===== src/rtl/mc_control_fsm_m_if.sv =====
// Control bus between the multi-cycle MIPS control FSM (master) and the datapath (slave).
interface mc_control_fsm_m_if #(
  parameter int unsigned OP_W       = 6,
  parameter int unsigned ALU_CTRL_W = 3
) ();
  logic [OP_W-1:0]       op;
  logic [OP_W-1:0]       funct;
  logic                  zero;
  logic                  pc_en;
  logic                  ir_write;
  logic                  mem_write;
  logic                  reg_write;
  logic                  iord;
  logic                  mem_to_reg;
  logic                  reg_dst;
  logic                  alu_src_a;
  logic [1:0]            alu_src_b;
  logic [1:0]            pc_src;
  logic [ALU_CTRL_W-1:0] alu_control;
  logic                  illegal_op;

  modport master (
    input  op, funct, zero,
    output pc_en, ir_write, mem_write, reg_write, iord, mem_to_reg, reg_dst,
           alu_src_a, alu_src_b, pc_src, alu_control, illegal_op
  );

  modport slave (
    output op, funct, zero,
    input  pc_en, ir_write, mem_write, reg_write, iord, mem_to_reg, reg_dst,
           alu_src_a, alu_src_b, pc_src, alu_control, illegal_op
  );
endinterface


===== src/rtl/mc_control_fsm_m.sv =====
// Moore control FSM of the multi-cycle MIPS core: sequences FETCH/DECODE and the per-opcode states.
// Optional macro MC_BNE_EN adds bne (op 000101) through the BRANCH state with inverted zero.
module mc_control_fsm_m #(
  parameter int unsigned OP_W       = 6,
  parameter int unsigned ALU_CTRL_W = 3
) (
  input  logic                 clk,
  input  logic                 rst,
  mc_control_fsm_m_if.master   bus
);

  localparam logic [3:0] S_FETCH   = 4'd0;
  localparam logic [3:0] S_DECODE  = 4'd1;
  localparam logic [3:0] S_MEMADR  = 4'd2;
  localparam logic [3:0] S_MEMRD   = 4'd3;
  localparam logic [3:0] S_MEMWB   = 4'd4;
  localparam logic [3:0] S_MEMWR   = 4'd5;
  localparam logic [3:0] S_EXECUTE = 4'd6;
  localparam logic [3:0] S_ALUWB   = 4'd7;
  localparam logic [3:0] S_BRANCH  = 4'd8;
  localparam logic [3:0] S_ADDIEX  = 4'd9;
  localparam logic [3:0] S_ADDIWB  = 4'd10;
  localparam logic [3:0] S_JUMP    = 4'd11;

  localparam logic [OP_W-1:0] OP_LW    = OP_W'(6'b100011);
  localparam logic [OP_W-1:0] OP_SW    = OP_W'(6'b101011);
  localparam logic [OP_W-1:0] OP_RTYPE = OP_W'(6'b000000);
  localparam logic [OP_W-1:0] OP_BEQ   = OP_W'(6'b000100);
  localparam logic [OP_W-1:0] OP_ADDI  = OP_W'(6'b001000);
  localparam logic [OP_W-1:0] OP_J     = OP_W'(6'b000010);
`ifdef MC_BNE_EN
  localparam logic [OP_W-1:0] OP_BNE   = OP_W'(6'b000101);
`endif

  localparam logic [OP_W-1:0] FN_ADD = OP_W'(6'b100000);
  localparam logic [OP_W-1:0] FN_SUB = OP_W'(6'b100010);
  localparam logic [OP_W-1:0] FN_AND = OP_W'(6'b100100);
  localparam logic [OP_W-1:0] FN_OR  = OP_W'(6'b100101);
  localparam logic [OP_W-1:0] FN_SLT = OP_W'(6'b101010);

  localparam logic [ALU_CTRL_W-1:0] ALU_ADD = ALU_CTRL_W'(3'b010);
  localparam logic [ALU_CTRL_W-1:0] ALU_SUB = ALU_CTRL_W'(3'b110);
  localparam logic [ALU_CTRL_W-1:0] ALU_AND = ALU_CTRL_W'(3'b000);
  localparam logic [ALU_CTRL_W-1:0] ALU_OR  = ALU_CTRL_W'(3'b001);
  localparam logic [ALU_CTRL_W-1:0] ALU_SLT = ALU_CTRL_W'(3'b111);

  logic [3:0]            r_state;
  logic [3:0]            w_next;
  logic                  w_pc_write;
  logic                  w_branch;
  logic                  w_take;
  logic                  w_ir_write;
  logic                  w_mem_write;
  logic                  w_reg_write;
  logic                  w_iord;
  logic                  w_mem_to_reg;
  logic                  w_reg_dst;
  logic                  w_alu_src_a;
  logic [1:0]            w_alu_src_b;
  logic [1:0]            w_pc_src;
  logic [ALU_CTRL_W-1:0] w_alu_ctrl;
  logic                  w_illegal;
  logic [ALU_CTRL_W-1:0] w_funct_alu;
  logic                  w_funct_ok;

  // State register; any encoding falls back to FETCH through the next-state default.
  always_ff @(posedge clk) begin
    if (rst) r_state <= S_FETCH;
    else     r_state <= w_next;
  end

`ifdef MC_BNE_EN
  // BRANCH must not look at op, so the bne/beq choice is captured while in DECODE.
  logic r_bne;
  always_ff @(posedge clk) begin
    if (rst)                        r_bne <= 1'b0;
    else if (r_state == S_DECODE)   r_bne <= (bus.op == OP_BNE);
  end
  assign w_take = r_bne ? ~bus.zero : bus.zero;
`else
  assign w_take = bus.zero;
`endif

  // R-type funct decode, shared by EXECUTE (ALU code) and DECODE (illegal check).
  always_comb begin
    w_funct_alu = ALU_ADD;
    w_funct_ok  = 1'b1;
    case (bus.funct)
      FN_ADD:  w_funct_alu = ALU_ADD;
      FN_SUB:  w_funct_alu = ALU_SUB;
      FN_AND:  w_funct_alu = ALU_AND;
      FN_OR:   w_funct_alu = ALU_OR;
      FN_SLT:  w_funct_alu = ALU_SLT;
      default: w_funct_ok  = 1'b0;
    endcase
  end

  always_comb begin
    w_next       = S_FETCH;
    w_pc_write   = 1'b0;
    w_branch     = 1'b0;
    w_ir_write   = 1'b0;
    w_mem_write  = 1'b0;
    w_reg_write  = 1'b0;
    w_iord       = 1'b0;
    w_mem_to_reg = 1'b0;
    w_reg_dst    = 1'b0;
    w_alu_src_a  = 1'b0;
    w_alu_src_b  = 2'b00;
    w_pc_src     = 2'b00;
    w_alu_ctrl   = ALU_ADD;
    w_illegal    = 1'b0;
    case (r_state)
      S_FETCH: begin
        w_alu_src_b = 2'b01;
        w_ir_write  = 1'b1;
        w_pc_write  = 1'b1;
        w_next      = S_DECODE;
      end
      S_DECODE: begin
        w_alu_src_b = 2'b11;
        case (bus.op)
          OP_LW, OP_SW: w_next = S_MEMADR;
          OP_RTYPE: begin
            w_next    = S_EXECUTE;
            w_illegal = ~w_funct_ok;
          end
          OP_BEQ:  w_next = S_BRANCH;
`ifdef MC_BNE_EN
          OP_BNE:  w_next = S_BRANCH;
`endif
          OP_ADDI: w_next = S_ADDIEX;
          OP_J:    w_next = S_JUMP;
          default: w_illegal = 1'b1;
        endcase
      end
      S_MEMADR: begin
        w_alu_src_a = 1'b1;
        w_alu_src_b = 2'b10;
        w_next      = (bus.op == OP_LW) ? S_MEMRD : S_MEMWR;
      end
      S_MEMRD: begin
        w_iord = 1'b1;
        w_next = S_MEMWB;
      end
      S_MEMWB: begin
        w_reg_write  = 1'b1;
        w_mem_to_reg = 1'b1;
      end
      S_MEMWR: begin
        w_iord      = 1'b1;
        w_mem_write = 1'b1;
      end
      S_EXECUTE: begin
        w_alu_src_a = 1'b1;
        w_alu_ctrl  = w_funct_alu;
        w_next      = S_ALUWB;
      end
      S_ALUWB: begin
        w_reg_write = 1'b1;
        w_reg_dst   = 1'b1;
      end
      S_BRANCH: begin
        w_alu_src_a = 1'b1;
        w_alu_ctrl  = ALU_SUB;
        w_pc_src    = 2'b01;
        w_branch    = 1'b1;
      end
      S_ADDIEX: begin
        w_alu_src_a = 1'b1;
        w_alu_src_b = 2'b10;
        w_next      = S_ADDIWB;
      end
      S_ADDIWB: w_reg_write = 1'b1;
      S_JUMP: begin
        w_pc_src   = 2'b10;
        w_pc_write = 1'b1;
      end
      default: w_next = S_FETCH;
    endcase
  end

  // Enables, strobes and the illegal pulse are held low while reset is asserted.
  assign bus.pc_en       = ~rst & (w_pc_write | (w_branch & w_take));
  assign bus.ir_write    = ~rst & w_ir_write;
  assign bus.mem_write   = ~rst & w_mem_write;
  assign bus.reg_write   = ~rst & w_reg_write;
  assign bus.illegal_op  = ~rst & w_illegal;
  assign bus.iord        = w_iord;
  assign bus.mem_to_reg  = w_mem_to_reg;
  assign bus.reg_dst     = w_reg_dst;
  assign bus.alu_src_a   = w_alu_src_a;
  assign bus.alu_src_b   = w_alu_src_b;
  assign bus.pc_src      = w_pc_src;
  assign bus.alu_control = w_alu_ctrl;

endmodule

===== src/flat_wrapper.sv =====
// flat-port wrapper written by rule: the top's interface ports become plain ports
module mc_control_fsm_m_flat 
#(
  parameter int unsigned OP_W       = 6,
  parameter int unsigned ALU_CTRL_W = 3
)
  (clk, rst, bus_op, bus_funct, bus_zero, bus_pc_en, bus_ir_write, bus_mem_write, bus_reg_write, bus_iord, bus_mem_to_reg, bus_reg_dst, bus_alu_src_a, bus_alu_src_b, bus_pc_src, bus_alu_control, bus_illegal_op);
  mc_control_fsm_m_if #(.OP_W(OP_W), .ALU_CTRL_W(ALU_CTRL_W)) bus_i ();
  input  logic clk;
  input  logic rst;
  input wire logic [$bits(bus_i.op)-1:0] bus_op;
  input wire logic [$bits(bus_i.funct)-1:0] bus_funct;
  input wire logic [$bits(bus_i.zero)-1:0] bus_zero;
  output wire logic [$bits(bus_i.pc_en)-1:0] bus_pc_en;
  output wire logic [$bits(bus_i.ir_write)-1:0] bus_ir_write;
  output wire logic [$bits(bus_i.mem_write)-1:0] bus_mem_write;
  output wire logic [$bits(bus_i.reg_write)-1:0] bus_reg_write;
  output wire logic [$bits(bus_i.iord)-1:0] bus_iord;
  output wire logic [$bits(bus_i.mem_to_reg)-1:0] bus_mem_to_reg;
  output wire logic [$bits(bus_i.reg_dst)-1:0] bus_reg_dst;
  output wire logic [$bits(bus_i.alu_src_a)-1:0] bus_alu_src_a;
  output wire logic [$bits(bus_i.alu_src_b)-1:0] bus_alu_src_b;
  output wire logic [$bits(bus_i.pc_src)-1:0] bus_pc_src;
  output wire logic [$bits(bus_i.alu_control)-1:0] bus_alu_control;
  output wire logic [$bits(bus_i.illegal_op)-1:0] bus_illegal_op;
  assign bus_i.op = bus_op;
  assign bus_i.funct = bus_funct;
  assign bus_i.zero = bus_zero;
  assign bus_pc_en = bus_i.pc_en;
  assign bus_ir_write = bus_i.ir_write;
  assign bus_mem_write = bus_i.mem_write;
  assign bus_reg_write = bus_i.reg_write;
  assign bus_iord = bus_i.iord;
  assign bus_mem_to_reg = bus_i.mem_to_reg;
  assign bus_reg_dst = bus_i.reg_dst;
  assign bus_alu_src_a = bus_i.alu_src_a;
  assign bus_alu_src_b = bus_i.alu_src_b;
  assign bus_pc_src = bus_i.pc_src;
  assign bus_alu_control = bus_i.alu_control;
  assign bus_illegal_op = bus_i.illegal_op;
  mc_control_fsm_m #(.OP_W(OP_W), .ALU_CTRL_W(ALU_CTRL_W)) u_core (.clk(clk), .rst(rst), .bus(bus_i));
endmodule

===== config.mk =====
export PLATFORM = sky130hd
export DESIGN_NAME = mc_control_fsm_m_flat
export DESIGN_NICKNAME = d
export VERILOG_FILES = /design/src/rtl/mc_control_fsm_m_if.sv /design/src/rtl/mc_control_fsm_m.sv /design/src/flat_wrapper.sv
export SDC_FILE = /design/constraint.sdc
export NUM_CORES = 1
export LEC_CHECK = 0
export ABC_CLOCK_PERIOD_IN_PS = 2200
export CORE_MARGIN = 2
export CORE_UTILIZATION = 37
export DETAILED_ROUTE_END_ITERATION = 6
export HOLD_SLACK_MARGIN = 0.1
export PLACE_DENSITY = 0.78
export RECOVER_POWER = 100
export REMOVE_ABC_BUFFERS = 1
export SLEW_MARGIN = 20
export SYNTH_ARGS = -nofsm -noshare
export SYNTH_HDL_FRONTEND = slang
export SYNTH_SLANG_ARGS = --single-unit

===== constraint.sdc =====
create_clock -name clk -period 2.2 [get_ports clk]
set_input_delay 0.33 -clock clk [delete_from_list [all_inputs] [get_ports clk]]
set_output_delay 0.33 -clock clk [all_outputs]
set_load 0.03 [all_outputs]

==> results of run 1 <==
## power groups by stage
stage           Clock, W  Sequential [W]  Combinational, W
6_report       0.0000882       0.0000797          0.000117
2_1_floorplan          0       0.0000809         0.0000522
3_5_place_dp           0       0.0000807          0.000120
5_1_grt         0.000101       0.0000800          0.000125
3_3_place_gp           0       0.0000805          0.000117
4_1_cts        0.0000925       0.0000796          0.000118
## metrics by stage
| step | utilization, % | cells | hold slack [ps] | worst slack [ps] |
|---|---|---|---|---|
| after global placement | 69.79 | 132 | 606.2 | 20.07 |
| final | 69.98 | 135 | 598.7 | 47.75 |
| after global routing | 69.98 | 135 | 635.6 | 5.975 |
| after detailed placement | 69.79 | 132 | 602.0 | -42.58 |
| after floorplan | - | 74 | 410.7 | 241.1 |
| after CTS | 71.58 | 135 | 607.0 | 1.949 |
## cells by family after synthesis
kind of cell	Yosys count	synth area share, %
compound gates	24	30.21
xor+xnor	3	4.806
fa+ha+maj	1	1.831
buf+inv	10	6.864
flops	4	14.65
mux	1	1.831
simple gates	37	39.82
## path summary, 6_finish.rpt
| check | slack [ps] | cells after the start | from | to |
|---|---|---|---|---|
| max | 50 | 6 | bus_op[1] | bus_illegal_op |
| max reg2reg | 770 | 2 | u_core.r_state[1] | u_core.r_state[0] |
| min reg2reg | 600 | 2 | u_core.r_state[1] | u_core.r_state[2] |
| min | 600 | 2 | u_core.r_state[1] | u_core.r_state[2] |
## metal layers
metal	part of all wire [%]	wire [um]	vias up	track usage [%]
met1	41	694	325	19.69
met4	1.4	23	0	6.250
met3	6.2	105	2	7.759
met5	0	0	-	0
met2	52	880	24	36.31
li1	-	-	370	-
## area by class of cell
| type | instances | area (um2) | share of cell area [%] |
|---|---|---|---|
| sequential | 4 | 80.08 | 8.579 |
| timing repair buffer | 43 | 355.3 | 38.07 |
| multi-input combinational | 66 | 441.7 | 47.32 |
| inverter | 4 | 15.01 | 1.609 |
| tap | 15 | 18.77 | 2.011 |
| clock buffer | 3 | 22.52 | 2.413 |
## worst max-delay path, cell delays in order
cell and delay (ps):
clkdlybuf4s50_1 430, maj3_2 310, or3_2 410, o21ai_1 100
a21oi_1 80, buf_4 170
## layout by cell type, fill, tap and decap left out, drive strengths merged, types with 3 or more instances in the layout
master | netlist | layout
clkdlybuf4s50 | 0 | 17
buf | 1 | 12
nor2 | 10 | 10
clkbuf | 5 | 10
a21oi | 8 | 8
nand2b | 5 | 5
o21ai | 5 | 5
inv | 4 | 4
nor3 | 4 | 4
dlygate4sd2 | 0 | 4
dfxtp | 4 | 4
or4 | 3 | 3
or3 | 3 | 3
==> flow_summary_export.csv, run 1 <==
group,metric,value,unit
pwr,clockPowerShare,31.0,%
final_layout,drive_above_1_share,20.83,%
sta,grt_setup_unrepaired,"no",
final_layout,top_regs,"u_core.r_state: 4 flops",
synthesis,netlist_area,546.8,um2
global_routing,antenna_found_initial,0,
synthesis,synth.top_cells.by_count,"nor2_1, a21oi_1, clkbuf_1, nand2b_1, o21ai_0",
pwr,p_int,0.0001962,W
critical_path,crit_arrival,1820,ps
pwr,power_switching,0.00008851,W
synthesis,synth_seq_cells,4,
pwr,switching_share,31.09,%
place,gp_congestion,0.8854,
clock_network,clk_path_buf_depth,2,
clock_network,cts_inserted_buffers,3,
final_layout,syn2layout_area_growth,70.71,%
clock_network,cts_tree,"built",
global_routing,grt_max_degree,10,
min_path,hold_class,"flop to flop",
detailed_routing,viasPerCell,5.341,
pwr,power_density,305.0,mW/mm2
synthesis,syn_area_per_cell,6.835,um2
clock_network,worst_skew_pair.late_latency,230,ps
detailed_routing,via_count,721,
critical_path,path_class,"input pin to output port",
critical_path,crit_required,1870,ps
global_routing,grt_pass1_vias,667,
floorplanning,fp-row-count,13,
job,drv_cap,0,
clock_network,hold_buffers,0,
synthesis,synth_edf_count,0,
sta,period_minus_slack,2152,ps
sta,relSlewSlack,74.91,%
synthesis,synthDistinctLibCells,34,
sta,tightest_slew,377.9,ps
clock_network,clockRootBuffer,"clkbuf_4",
synthesis,syn_inst,80,
critical_path,cp-end-kind,"output port",
critical_path,cp-start-kind,"input pin",
clock_network,ctsResizeCount,6,
floorplanning,pin_count,31,
sta,setup_viol,0,
synthesis,dominantRegCellSynth,"dfxtp_1",
place,portBuffers,30,
detailed_routing,drtIter0Drc,6,
place,dp_hpwl,1387,um
status,outcome,"finished clean",
clock_network,post-cts-setup-buffers,0,
clock_network,clkSinkCount,4,
synthesis,async_reset_ff_share,0,%
final_layout,nFillCells,133,
final_layout,num-nets-final,137,
critical_path,worstPathMaxFanout,2,
synthesis,synthTopCellsByArea,"dfxtp_1, a21oi_1, nor2_1, nand2b_1, a2111oi_4",
detailed_routing,dr.pass1.iters,4,
detailed_routing,drt_wl_total,1703,um
sta,skew,4.635,ps
floorplanning,die_w,42.44,um
clock_network,cts.htree.levels,1,
final_layout,largest_reg_flops,4,
pwr,ir_drop,0.2934,mV
place,dpl_cell_area,930.9,um2
final_layout,top_register,"u_core.r_state",
clock_network,cts.clk_slew.worst_paths,40,ps
sta,fin_tns_setup,0,ps
pwr,p_seq_share,28.0,%
global_routing,grt-ovfl-total,0,
pwr,combPwrFrac,41.0,%
floorplanning,die_h,42.44,um
global_routing,grt.total_usage,19.60,%
synthesis,ys_warn_count,0,
floorplanning,coreArea,0.001334,mm2
synthesis,yosysMostFrequentCell,"nor2_1",
floorplanning,dieArea,0.001801,mm2
final_layout,final_area,933.4,um2
floorplanning,initial_core_util,40.99,%
synthesis,yosysSeqAreaShare,14.65,%
final_layout,num_antenna_cells,0,
synthesis,yosys.area.top_type,"dfxtp_1",
global_routing,grt_pass1_wl,2704,um
detailed_routing,wl_per_cell,12.61,um
pwr,p_leak,0.3617,nW
sta,fmax,464.6,MHz
sta,fin_crit_sh,97.83,%
detailed_routing,ant_nets,0,
sta,hold_violations,0,
synthesis,synth_top_area_share,14.65,%
detailed_routing,drc,0,
sta,final-max-slew-violation-count,0,
pwr,total_power,0.0002847,W
(Power assumes the default switching activity.)
==> run 2: changes to the inputs <==
--- a/config.mk
+++ b/config.mk
@@ -5,12 +5,14 @@
 export SDC_FILE = /design/constraint.sdc
 export NUM_CORES = 1
 export LEC_CHECK = 0
-export ABC_CLOCK_PERIOD_IN_PS = 2200
+export ABC_CLOCK_PERIOD_IN_PS = 1900
+export CELL_PAD_IN_SITES_DETAIL_PLACEMENT = 1
+export CELL_PAD_IN_SITES_GLOBAL_PLACEMENT = 2
 export CORE_MARGIN = 2
-export CORE_UTILIZATION = 37
+export CORE_UTILIZATION = 16
 export DETAILED_ROUTE_END_ITERATION = 6
 export HOLD_SLACK_MARGIN = 0.1
-export PLACE_DENSITY = 0.78
+export PLACE_DENSITY_LB_ADDON = 0.1
 export RECOVER_POWER = 100
 export REMOVE_ABC_BUFFERS = 1
 export SLEW_MARGIN = 20
==> constraint.sdc (replaced) <==
create_clock -name clk -period 1.9 [get_ports clk]
set_input_delay 0.285 -clock clk [delete_from_list [all_inputs] [get_ports clk]]
set_output_delay 0.285 -clock clk [all_outputs]
set_load 0.03 [all_outputs]
==> run 2 against run 1 <==
Clock power grew 18%. Non-clock buffer count grew 10. Final cell count grew 30%. Largest cell class unchanged. Total power grew 25%. Critical endpoint unchanged. Routed wire length grew 23%. Sequential power grew 12%. Largest power group unchanged.
==> flow_summary_export.csv, run 2 (synthesis results as in run 1) <==
group,metric,value,unit
status,outcome,"finished clean",
clock_network,clk_path_buf_depth,2,
clock_network,cts.clk_slew.worst_paths,40,ps
clock_network,cts_inserted_buffers,3,
clock_network,hold_buffers,0,
detailed_routing,drt_wl_total,2097,um
critical_path,worstPathMaxFanout,12,
floorplanning,coreArea,0.003311,mm2
place,place_inst,172,
clock_network,clockRootBuffer,"clkbuf_4",
floorplanning,dieArea,0.003901,mm2
critical_path,path_class,"flop to output port",
floorplanning,die_w,62.46,um
sta,fmax,543.5,MHz
global_routing,grt_max_degree,13,
sta,relSlewSlack,76.54,%
final_layout,mostFrequentLayoutCells,"buf_4, nor2_1, dlygate4sd2_1",
detailed_routing,drtIter0Drc,9,
min_path,hold_class,"input pin to flop",
final_layout,num_antenna_cells,0,
final_layout,nFillCells,441,
final_layout,layout_commonest_cell,"buf_4",
sta,tightest_slew,351.9,ps
sta,final-max-slew-violation-count,0,
global_routing,grt-ovfl-total,0,
pwr,p_leak,0.4880,nW
clock_network,worst_skew_pair.late_latency,230,ps
clock_network,cts.htree.levels,1,
sta,timing.hold.ws,631.8,ps
final_layout,top_regs,"u_core.r_state: 4 flops",
place,gp_congestion,0.6946,
critical_path,crit_required,1620,ps
floorplanning,fp-row-count,21,
critical_path,cp-end-kind,"output port",
final_layout,top_register,"u_core.r_state",
global_routing,grt_pass1_vias,816,
final_layout,num-nets-final,147,
critical_path,crit_start,"u_core.r_state[3]",
final_layout,layout.cells.non_filler,176,
detailed_routing,dr.pass1.iters,4,
floorplanning,initial_core_util,16.52,%
critical_path,cp-start-kind,"flop",
final_layout,drive_above_1_share,39.23,%
pwr,power_density,329.0,mW/mm2
global_routing,grt.total_usage,11.23,%
min_path,hold_depth,5,
sta,hold_violations,0,
detailed_routing,wl_per_cell,11.91,um
final_layout,syn2layout_area_growth,97.71,%
floorplanning,die_h,62.46,um
sta,skew,0.8567,ps
detailed_routing,drc,0,
final_layout,largest_reg_flops,4,
sta,period_minus_slack,1840,ps
global_routing,grt_pass1_wl,3636,um
pwr,total_power,0.0003557,W
clock_network,cts_tree,"built",
place,portBuffers,30,
detailed_routing,ant_nets,0,
pwr,ir_drop,0.1118,mV
critical_path,r2r_setup_slack,440,ps
critical_path,r2r-start,"u_core.r_state[1]",
min_path,min-delay-start,"bus_op[4]",
place,dp_hpwl,1791,um
final_layout,final_core_util,32.65,%
detailed_routing,viasPerCell,4.335,
job,drv_cap,0,
sta,setup_viol,0,
floorplanning,pin_count,31,
critical_path,crit_arrival,1550,ps
detailed_routing,via_count,763,
clock_network,clkSinkCount,4,
sta,fin_crit_sh,96.83,%
critical_path,r2r_cells,3,
global_routing,antenna_found_initial,0,
run 2: cell types whose count changed in the layout (fill, tap and decap cells not counted), sizes merged:
| cell | change |
|---|---|
| buf | +13 |
| dlymetal6s2s | +4 |
| clkdlybuf4s50 | -11 |
| dlygate4sd3 | -2 |
| dlygate4sd2 | +6 |
run 2: through the flow:
stage                     worst slack (ps)  setup TNS, ps  cell area [um2]
after global placement              -228.5         -649.5             1025
final                                60.15              0             1081
after CTS                           -108.5         -108.5             1054
after floorplan                     -13.94         -13.94            524.3
after global routing                -5.067         -5.067             1081
after detailed placement            -256.1         -713.5             1025
run 2: worst paths after layout:
kind | to
max reg2reg | u_core.r_state[0]
max | bus_illegal_op
min reg2reg | u_core.r_state[0]
min | u_core.r_state[1]
run 2: timing repair:
item,CTS,global route
pin swaps,3,4
gates resized for setup,15,14
buffers inserted,0,1
setup endpoints to repair,9,5
run 2: where the power goes:
part	leakage (nW)	internal (W)	switching, W	total (W)
clock network	0.0138	0.0000705	0.0000333	0.000104
registers	0.0336	0.0000871	0.00000244	0.0000895
logic	0.441	0.0000852	0.0000772	0.000162
run 2: cell type report:
class | count | area, um2 | share of cell area, %
multi-input combinational | 66 | 474.2 | 43.87
timing repair buffer | 53 | 429.2 | 39.70
sequential | 4 | 82.58 | 7.639
tap | 46 | 57.56 | 5.324
clock buffer | 3 | 22.52 | 2.083
inverter | 4 | 15.01 | 1.389
run 2: layer usage:
metal / track usage, % / share of wire (%) / vias up
li1: - / - / 392
met3: 2.342 / 3.9 / 2
met2: 20.43 / 52 / 22
met1: 13.13 / 43 / 347
met5: 0 / 0 / -
met4: 3.333 / 0.67 / 0
run 2: worst max-delay path, cell delays in order, from the launching register on:
cell and delay (ps):
dfxtp_1 310, buf_4 180, or4_4 550, a21oi_2 130
buf_6 140
